==> config.mk <==
export PLATFORM = sky130hd
export DESIGN_NAME = axis_bit_corr_prog
export DESIGN_NICKNAME = d
export VERILOG_FILES = /design/src/rtl/xcorr_pkg.sv /design/src/rtl/bit_dot_prod.sv /design/src/rtl/axis_bit_corr_prog.sv
export SDC_FILE = /design/constraint.sdc
export NUM_CORES = 2
export LEC_CHECK = 0
export ABC_AREA = 1
export ABC_CLOCK_PERIOD_IN_PS = 20900
export CAP_MARGIN = 20
export CORE_UTILIZATION = 56
export DETAILED_ROUTE_END_ITERATION = 10
export PLACE_DENSITY = 0.81
export SYNTH_ARGS = -nofsm -noshare
export SYNTH_HDL_FRONTEND = slang
export SYNTH_SLANG_ARGS = --single-unit
==> constraint.sdc <==
create_clock -name clk -period 20.9 [get_ports clk]
set_input_delay 4.18 -clock clk [delete_from_list [all_inputs] [get_ports clk]]
set_output_delay 4.18 -clock clk [all_outputs]
set_load 0.02 [all_outputs]
==> src/rtl/xcorr_pkg.sv <==
// xcorr_pkg: shared FSM encoding and arithmetic helpers for the xcorr path
package xcorr_pkg;
  typedef enum logic [1:0] {IDLE, CALC, OUT} state_t;
  function automatic int clog2(input int v);
    int r;
    r = 0;
    while ((1 << r) < v) r++;
    return r;
  endfunction
  function automatic logic signed [63:0] sext(input logic [63:0] v, input int w);
    return $signed(v << (64 - w)) >>> (64 - w);
  endfunction
  function automatic logic signed [63:0] sat(input logic signed [63:0] v, input int w);
    logic signed [63:0] hi, lo;
    hi = (64'sd1 <<< (w - 1)) - 64'sd1;
    lo = -(64'sd1 <<< (w - 1));
    return v > hi ? hi : v < lo ? lo : v;
  endfunction
endpackage

==> src/rtl/bit_dot_prod.sv <==
// bit_dot_prod: combinational signed +-1 dot product; clamps instead of wrapping under BIT_CORR_SAT_EN
module bit_dot_prod
  import xcorr_pkg::*;
#(
  parameter int WAVE_WIDTH  = 6,
  parameter int ADDER_WIDTH = 12,
  parameter int CORR_LENGTH = 16
) (
  input  logic [CORR_LENGTH*WAVE_WIDTH-1:0] hist,
  input  logic [CORR_LENGTH-1:0]            coef,
  output logic [ADDER_WIDTH-1:0]            y
);
  localparam int FW = ADDER_WIDTH + clog2(CORR_LENGTH) + 1;
  logic signed [FW-1:0] acc;
  always_comb begin
    acc = '0;
    for (int k = 0; k < CORR_LENGTH; k++)
      acc = coef[k] ? acc + FW'(sext(64'(hist[k*WAVE_WIDTH +: WAVE_WIDTH]), WAVE_WIDTH))
                    : acc - FW'(sext(64'(hist[k*WAVE_WIDTH +: WAVE_WIDTH]), WAVE_WIDTH));
  end
`ifdef BIT_CORR_SAT_EN
  assign y = ADDER_WIDTH'(sat(64'(acc), ADDER_WIDTH));
`else
  assign y = ADDER_WIDTH'(acc);
`endif
endmodule

==> src/rtl/axis_bit_corr_prog.sv <==
// axis_bit_corr_prog: time-multiplexed programmable bit correlator, one channel per cycle
// Optional BIT_CORR_SAT_EN selects saturating instead of wrapping results.
module axis_bit_corr_prog
  import xcorr_pkg::*;
#(
  parameter int NUM_PARALLEL = 8,
  parameter int WAVE_WIDTH   = 6,
  parameter int ADDER_WIDTH  = 12,
  parameter int NUM_CORRS    = 2,
  parameter int CORR_LENGTH  = 16,
  parameter logic [NUM_CORRS*CORR_LENGTH-1:0] CORR_INIT = '0,
  parameter int NUM_CORRS_W  = (clog2(NUM_CORRS) < 1) ? 1 : clog2(NUM_CORRS)
) (
  input  logic                                clk,
  input  logic                                rst,
  input  logic                                s_axis_tvalid,
  output logic                                s_axis_tready,
  input  logic [WAVE_WIDTH*NUM_PARALLEL-1:0]  s_axis_tdata,
  input  logic                                s_coef_tvalid,
  output logic                                s_coef_tready,
  input  logic [CORR_LENGTH-1:0]              s_coef_tdata,
  input  logic [NUM_CORRS_W-1:0]              s_coef_tdest,
  output logic                                m_axis_tvalid,
  input  logic                                m_axis_tready,
  output logic [ADDER_WIDTH*NUM_PARALLEL-1:0] m_axis_tdata,
  output logic [NUM_CORRS_W-1:0]              m_axis_tdest
);
  localparam int CH_W = (clog2(NUM_PARALLEL) < 1) ? 1 : clog2(NUM_PARALLEL);
  localparam int HW = CORR_LENGTH * WAVE_WIDTH;
  state_t state, next;
  logic [CH_W-1:0] ch;
  logic [NUM_CORRS_W-1:0] corr;
  logic [HW-1:0] hist [NUM_PARALLEL];
  logic [CORR_LENGTH-1:0] coef [NUM_CORRS];
  logic [ADDER_WIDTH*NUM_PARALLEL-1:0] res;
  logic [ADDER_WIDTH-1:0] y;
  logic s_fire, c_fire, m_fire, last_ch, last_corr;
  assign s_coef_tready = state == IDLE;
  assign s_axis_tready = state == IDLE && !s_coef_tvalid;
  assign m_axis_tvalid = state == OUT;
  assign m_axis_tdata = res;
  assign m_axis_tdest = corr;
  assign s_fire = s_axis_tvalid && s_axis_tready;
  assign c_fire = s_coef_tvalid && s_coef_tready;
  assign m_fire = m_axis_tvalid && m_axis_tready;
  assign last_ch = ch == CH_W'(NUM_PARALLEL - 1);
  assign last_corr = corr == NUM_CORRS_W'(NUM_CORRS - 1);
  bit_dot_prod #(
    .WAVE_WIDTH (WAVE_WIDTH),
    .ADDER_WIDTH(ADDER_WIDTH),
    .CORR_LENGTH(CORR_LENGTH)
  ) u_dot (
    .hist(hist[ch]),
    .coef(coef[corr]),
    .y   (y)
  );
  always_comb begin
    next = state == IDLE ? (s_fire ? CALC : IDLE)
         : state == CALC ? (last_ch ? OUT : CALC)
         : m_fire ? (last_corr ? IDLE : CALC) : OUT;
  end
  always_ff @(posedge clk) begin
    if (rst) begin
      state <= IDLE;
      ch <= '0;
      corr <= '0;
      res <= '0;
      for (int n = 0; n < NUM_PARALLEL; n++) hist[n] <= '0;
      for (int j = 0; j < NUM_CORRS; j++) coef[j] <= CORR_INIT[j*CORR_LENGTH +: CORR_LENGTH];
    end else begin
      state <= next;
      if (c_fire && 32'(s_coef_tdest) < NUM_CORRS) coef[s_coef_tdest] <= s_coef_tdata;
      if (s_fire) begin
        for (int n = 0; n < NUM_PARALLEL; n++)
          hist[n] <= HW'({hist[n], s_axis_tdata[n*WAVE_WIDTH +: WAVE_WIDTH]});
        ch <= '0;
        corr <= '0;
      end
      if (state == CALC) begin
        res[ch*ADDER_WIDTH +: ADDER_WIDTH] <= y;
        ch <= ch + 1'b1;
      end
      if (m_fire && !last_corr) begin
        corr <= corr + 1'b1;
        ch <= '0;
      end
    end
  end
endmodule

; Word level (Yosys, flattened, before mapping)
; Memories as Yosys holds them, arrays and structs flattened. A register that Yosys moved wholly into a read port is not among the register bits.
; Index checks and enable logic that the tools add are counted.
[word_totals]
ff_bits = 102
mem_bits_rw = 800
inputBits = 70
output_inout_bits = 100
elab_cells = 116
memories = 2
[memory_table]
columns = name, words, width, rd, rd_clocked_by_memory_dff, wr, line
row1 = hist, 8, 96, 9, 1, 8, axis_bit_corr_prog.sv:33  ; logic [HW-1:0] hist [NUM_PARALLEL];
row2 = coef, 2, 16, 1, 1, 2, axis_bit_corr_prog.sv:34  ; logic [CORR_LENGTH-1:0] coef [NUM_CORRS];
[op_classes]
add_sub_neg = 34
n_mul = 1
eq_ne = 3
shift = 2
mux = 50
n_bitwise = 8
reduce_logical = 12
[op_table]
columns = operator, n
row1 = $mux W96, 8
row2 = $mux W12, 16
row3 = $add A12 B6 Y12, 15
row4 = $sub A12 B6 Y12, 15
row5 = $bwmux W96, 1
row6 = $shift A12 B34 Y96 const A, 1
row7 = $shiftx A12 B34 Y96, 1
row8 = $neg A7 Y34, 1
row9 = $mux W1, 16
row10 = $mux W16, 1
row11 = $reduce_or A16 Y1, 1
row12 = $mux W3, 4
row13 = $mux W2, 4
row14 = $or A1 B1 Y1, 8
row15 = $sub A1 B6 Y7 const A, 1
row16 = $logic_and A1 B1 Y1, 5
row17 = $mul A3 B2 Y5 const B, 1
row18 = $reduce_bool A2 Y1, 2
row19 = $add A3 B1 Y3 const B, 1
row20 = $eq A3 B3 Y1 const B, 1
row21 = $eq A2 B1 Y1 const B, 1
row22 = $eq A2 B2 Y1 const B, 1
row23 = $logic_not A1 Y1, 2
row24 = $logic_not A2 Y1, 1
row25 = other kinds (2), 2

; Depth between registers and ports, before layout
[logic_depth]
depth_word = 34
ltp_mapped = 104
depth_no_buf = 98

; Cells and area by module
; From an unflattened synthesis, not the netlist that was laid out.
[unflattened]
hier_cells = 5907
area_unflattened_um2 = 51033.9
[by_module_without_submodules]
columns = module, n_inst, cells_per_inst, area_each_um2, seq_area_each_um2
row1 = axis_bit_corr_prog, 1, 4368, 41623.7, 26145.1
row2 = bit_dot_prod, 1, 1539, 9410.3, 0.0

; Worst setup path before layout
; OpenSTA, ideal clock, no wires.
[synth_path]
path_kind = in2reg
startpoint = in rst
endpoint = mem hist[0][0] (netlist bit), enable pin
setup_time_ps = 5345
arrival_time_ps = 17382
required_time_ps = 15555
slack_ps = -1827
stages = 5
n_path_buf = 3
path_cell_list = clkbuf_1 -> inv_1 -> clkbuf_1 -> buf_1 -> nand2_1
[synth_rtl]
columns = element, line
row1 = from (decl), axis_bit_corr_prog.sv:15  ; input logic rst,
row2 = to (decl), axis_bit_corr_prog.sv:33

==> results by stage <==
Run status:
- The flow ran to the end, and the final reports show no timing, DRC or antenna violations.

Yosys:
- Synthesis instantiated 51 different standard cells from the library.
- The most used flip-flop cell after synthesis is edfxtp_1.
- The flop and latch count out of synthesis is 906.
- After technology mapping, the gate count stands at 6165.
- The share of synthesized registers carrying an async set or reset is 0%.
- The average size of a mapped cell is 8.376 um2.
- The total number of yosys warnings is 0.
- The post-synthesis cell area is 51640 um2.
- The synthesized net count is 6441.
- The number of flops mapped to enable cells by yosys is 800.
- The sequential share of the synthesized area is 50.63%.

Timing:
- The number of setup violations in the final report is 0.
- Setup repair after global routing left no endpoint under its margin.
- After layout, the worst path uses 77.68% of the clock period.
- In this run the tightest slew margin relative to its limit is 13.30%.
- The final period demand of the worst path is 16.24 ns.
- At the pin with the least slew margin, the transition time is 1.300 ns.
- Setup slack on the critical path of the routed design comes to 4.665 ns.
- Derived from the worst setup path, the maximum achievable clock frequency is 61.59 MHz.
- Summed over all failing endpoints, the final setup total negative slack is 0 ns.
- The final number of max-transition violations is 0.
- The worst clock skew on the final layout is 0.04747 ns.
- The total count of hold-check failures in the final report came to 0.

Setup path:
- The worst path arrival time is 16.81 ns.
- STA puts the critical path data required time at 21.48 ns.
- The critical path's most frequent cell is inv_1.
- The critical path's slowest cell is buf_4.
- The worst register-to-register path has a depth of 89.
- Setup slack on the worst reg-to-reg path comes out at 4.66 ns.
- In this design, the stage delay of the slowest critical-path cell is 0.75 ns.
- The critical path endpoint category is a register.
- STA classifies the critical path startpoint as a register.
- The category of the most critical setup path is register to register.
- In this run the critical register-to-register path is captured at m_axis_tdata[79].
- The largest driver fanout on the critical path is 99.

Placement:
- The placed instances occupy a cell area of 53740 um2.
- The HPWL after detailed placement is 80.41 mm.
- The total placed cells including tap cells is 7286.
- The routability congestion estimate is 0.9562.
- OpenSTA, run right after detailed placement, puts the worst setup slack at 4.873 ns.
- Input and output buffers added on the ports amount to 169.

Floorplanning:
- The die is 305.7 um tall.
- The floorplan step defined a die boundary enclosing 93430 um2.
- The count of boundary I/O pins is 170.
- The initial standard-cell utilization of the core is 56.42%.
- In this run the standard cell core region covers 91520 um2.
- The placement row count is 111.
- From left edge to right edge, the die measures 305.7 um.

Finish:
- After routing the design area is 56910 um2.
- The number of nets in the layout is 6472.
- The most common cell after layout, fill and taps aside is inv_1.
- Leaving out fill and tap cells, the most frequent cells in the layout are inv_1 (1271), nor2_1 (1012), nand2_1 (800), edfxtp_1 (800), a21oi_1 (515).
- The fill cell total of the finished layout is 7399.
- Compared with the post-synthesis result, the final layout area differs by 10.21%.
- Of the cells placed in the final design, the portion with a size suffix greater than 1 is 3.442%.
- The finished layout holds 7465 standard cells, fillers aside.

Clock network:
- In this run the clock root is driven by a clkbuf_16.
- The clock insertion delay at the later pin of the skew report is 0.69 ns.
- Clock-pin slew was measured on the worst setup and hold paths at 0.06 ns.
- The CTS sink count is 906.
- The total of cells resized after clock tree synthesis is 0.
- TritonCTS built the clock tree.
- The clock tree synthesis step divided the H-tree into 3 levels.
- TritonCTS created 93 clock buffers.
- The deepest clock path buffer count is 3.
- In this run the post-CTS setup repair buffer count came out at 0.
- The post-cts hold buffer count is 0.

Flow run:
- Across the run, the number of max-cap violations was 0.

Hold path:
- The cell count of the worst hold path is 2.
- The tightest min-delay check is of the register to register type.
- For hold timing, the worst endpoint is m_axis_tdata[0].
- The worst hold path begins at m_axis_tdata[0].

Route:
- After detailed routing, the number of remaining DRC violations is 0.
- Once detail routing completed, the nets flagged for antenna violations numbered 0.
- The first TritonRoute pass finished after 6 iterations.
- The count of vias placed by the detailed router is 40240.
- Using the TritonRoute via totals, the vias-per-cell ratio works out to 5.390.
- The final layout contains routed wiring with a total length of 121.0 mm.
- The DRC marker count from the first detailed-route iteration is 3622.
- Dividing the detail-routed wire length by the instance count gives 16.21 um.

Global routing:
- The first-pass GRT wire length is 193.3 mm.
- The global-route usage over all layers is 25.68%.
- The initial antenna violation count is 4.
- The aggregate global routing overflow is 0.
- The maximum number of pins on one net before global-route repair is 206.
- The via count of the first global-routing pass is 38810.
==> how the worst max path moves through the flow <==
stage                       end  slack (ns)  cells after the start
2_1_floorplan          register        5.98                      4
3_3_place_gp   m_axis_tdata[95]        5.32                     92
3_5_place_dp   m_axis_tdata[31]        4.87                     89
4_1_cts        m_axis_tdata[79]        4.77                     89
5_1_grt        m_axis_tdata[79]        3.07                     93
6_report       m_axis_tdata[79]        4.66                     89
==> per-layer routing <==
metal  track usage [%]  vias to the layer above  part of all wire [%]
li1                  -                    19860                     -
met1             31.59                    18680                    40
met2             44.18                     1401                    48
met3             3.543                      299                   6.4
met4             13.00                        0                   4.8
met5                 0                        -                     0
==> through the flow <==
| stage | hold WS (ns) | utilization, % |
|---|---|---|
| floorplan | 0.5164 | - |
| global placement | 0.4403 | 58.72 |
| detailed placement | 0.4480 | 58.72 |
| CTS | 0.4622 | 62.14 |
| global route | 0.4910 | 62.18 |
| finish | 0.4630 | 62.18 |
==> Yosys cell counts (4+ instances only) <==
cell type,n,area (um2)
nand3b_1,5,37.54
inv_2,7,26.28
edfxtp_1,800,24020
nand2_1,801,3007
o22ai_1,14,87.58
a31oi_1,64,400.4
buf_6,32,360.4
o21a_1,10,75.07
o21ai_1,57,285.3
o21bai_1,24,180.2
nand3_1,213,1066
a21oi_1,515,2577
nor2_1,1012,3799
xor2_1,129,1130
o2111ai_1,4,35.03
buf_2,71,355.3
xnor2_1,66,578.1
inv_1,1272,4775
a21o_1,13,97.59
clkbuf_1,126,473.0
o31ai_1,14,105.1
nor3_1,27,135.1
or2_2,6,37.54
o21ai_0,431,2157
dfxtp_1,106,2122
buf_1,19,71.32
o21ai_2,9,78.83
ha_1,190,2377
buf_4,17,127.6
nand4_1,10,62.56
nand2_2,7,43.79
fa_1,16,320.3
o211ai_1,46,345.3
==> area by class of cell <==
cell class                 count  area [um2]  area share (%)
tap                         1186        1484           2.608
multi-input combinational   3712       19310           33.93
timing repair buffer         202        2001           3.516
sequential                   906       26160           45.96
clock buffer                 116        2456           4.316
clock inverter                58       671.9           1.181
inverter                    1281        4823           8.476
antenna                        4       10.01         0.01759
==> state kept, by name (all words and copies together) (netlist names), named ones only <==
register	cells
coef	32
state	2
hist	768
m_axis_tdata	96
ch	3
m_axis_tdest	1
==> critical path, delay by kind of cell (launching register included) <==
kind	cells	cell delay, ns
adder cells (fa/ha/maj)	16	5.73
flip-flops	1	0.55
buffers and inverters	20	2.59
XOR/XNOR	12	1.85
AND/OR/NAND/NOR	28	2.54
AO/OA/AOI/OAI	13	2.76
==> cells by family after synthesis <==
| group | synth area share, % |
|---|---|
| XOR/XNOR | 3.339 |
| buffers and inverters | 12.03 |
| adder cells (fa/ha/maj) | 5.224 |
| AND/OR/NAND/NOR | 16.06 |
| AO/OA/AOI/OAI | 12.71 |
| flip-flops | 50.63 |
Power is left out: the tool's default activity adds up to more than one toggle a clock period on the data nets, which glitch-free logic cannot reach.
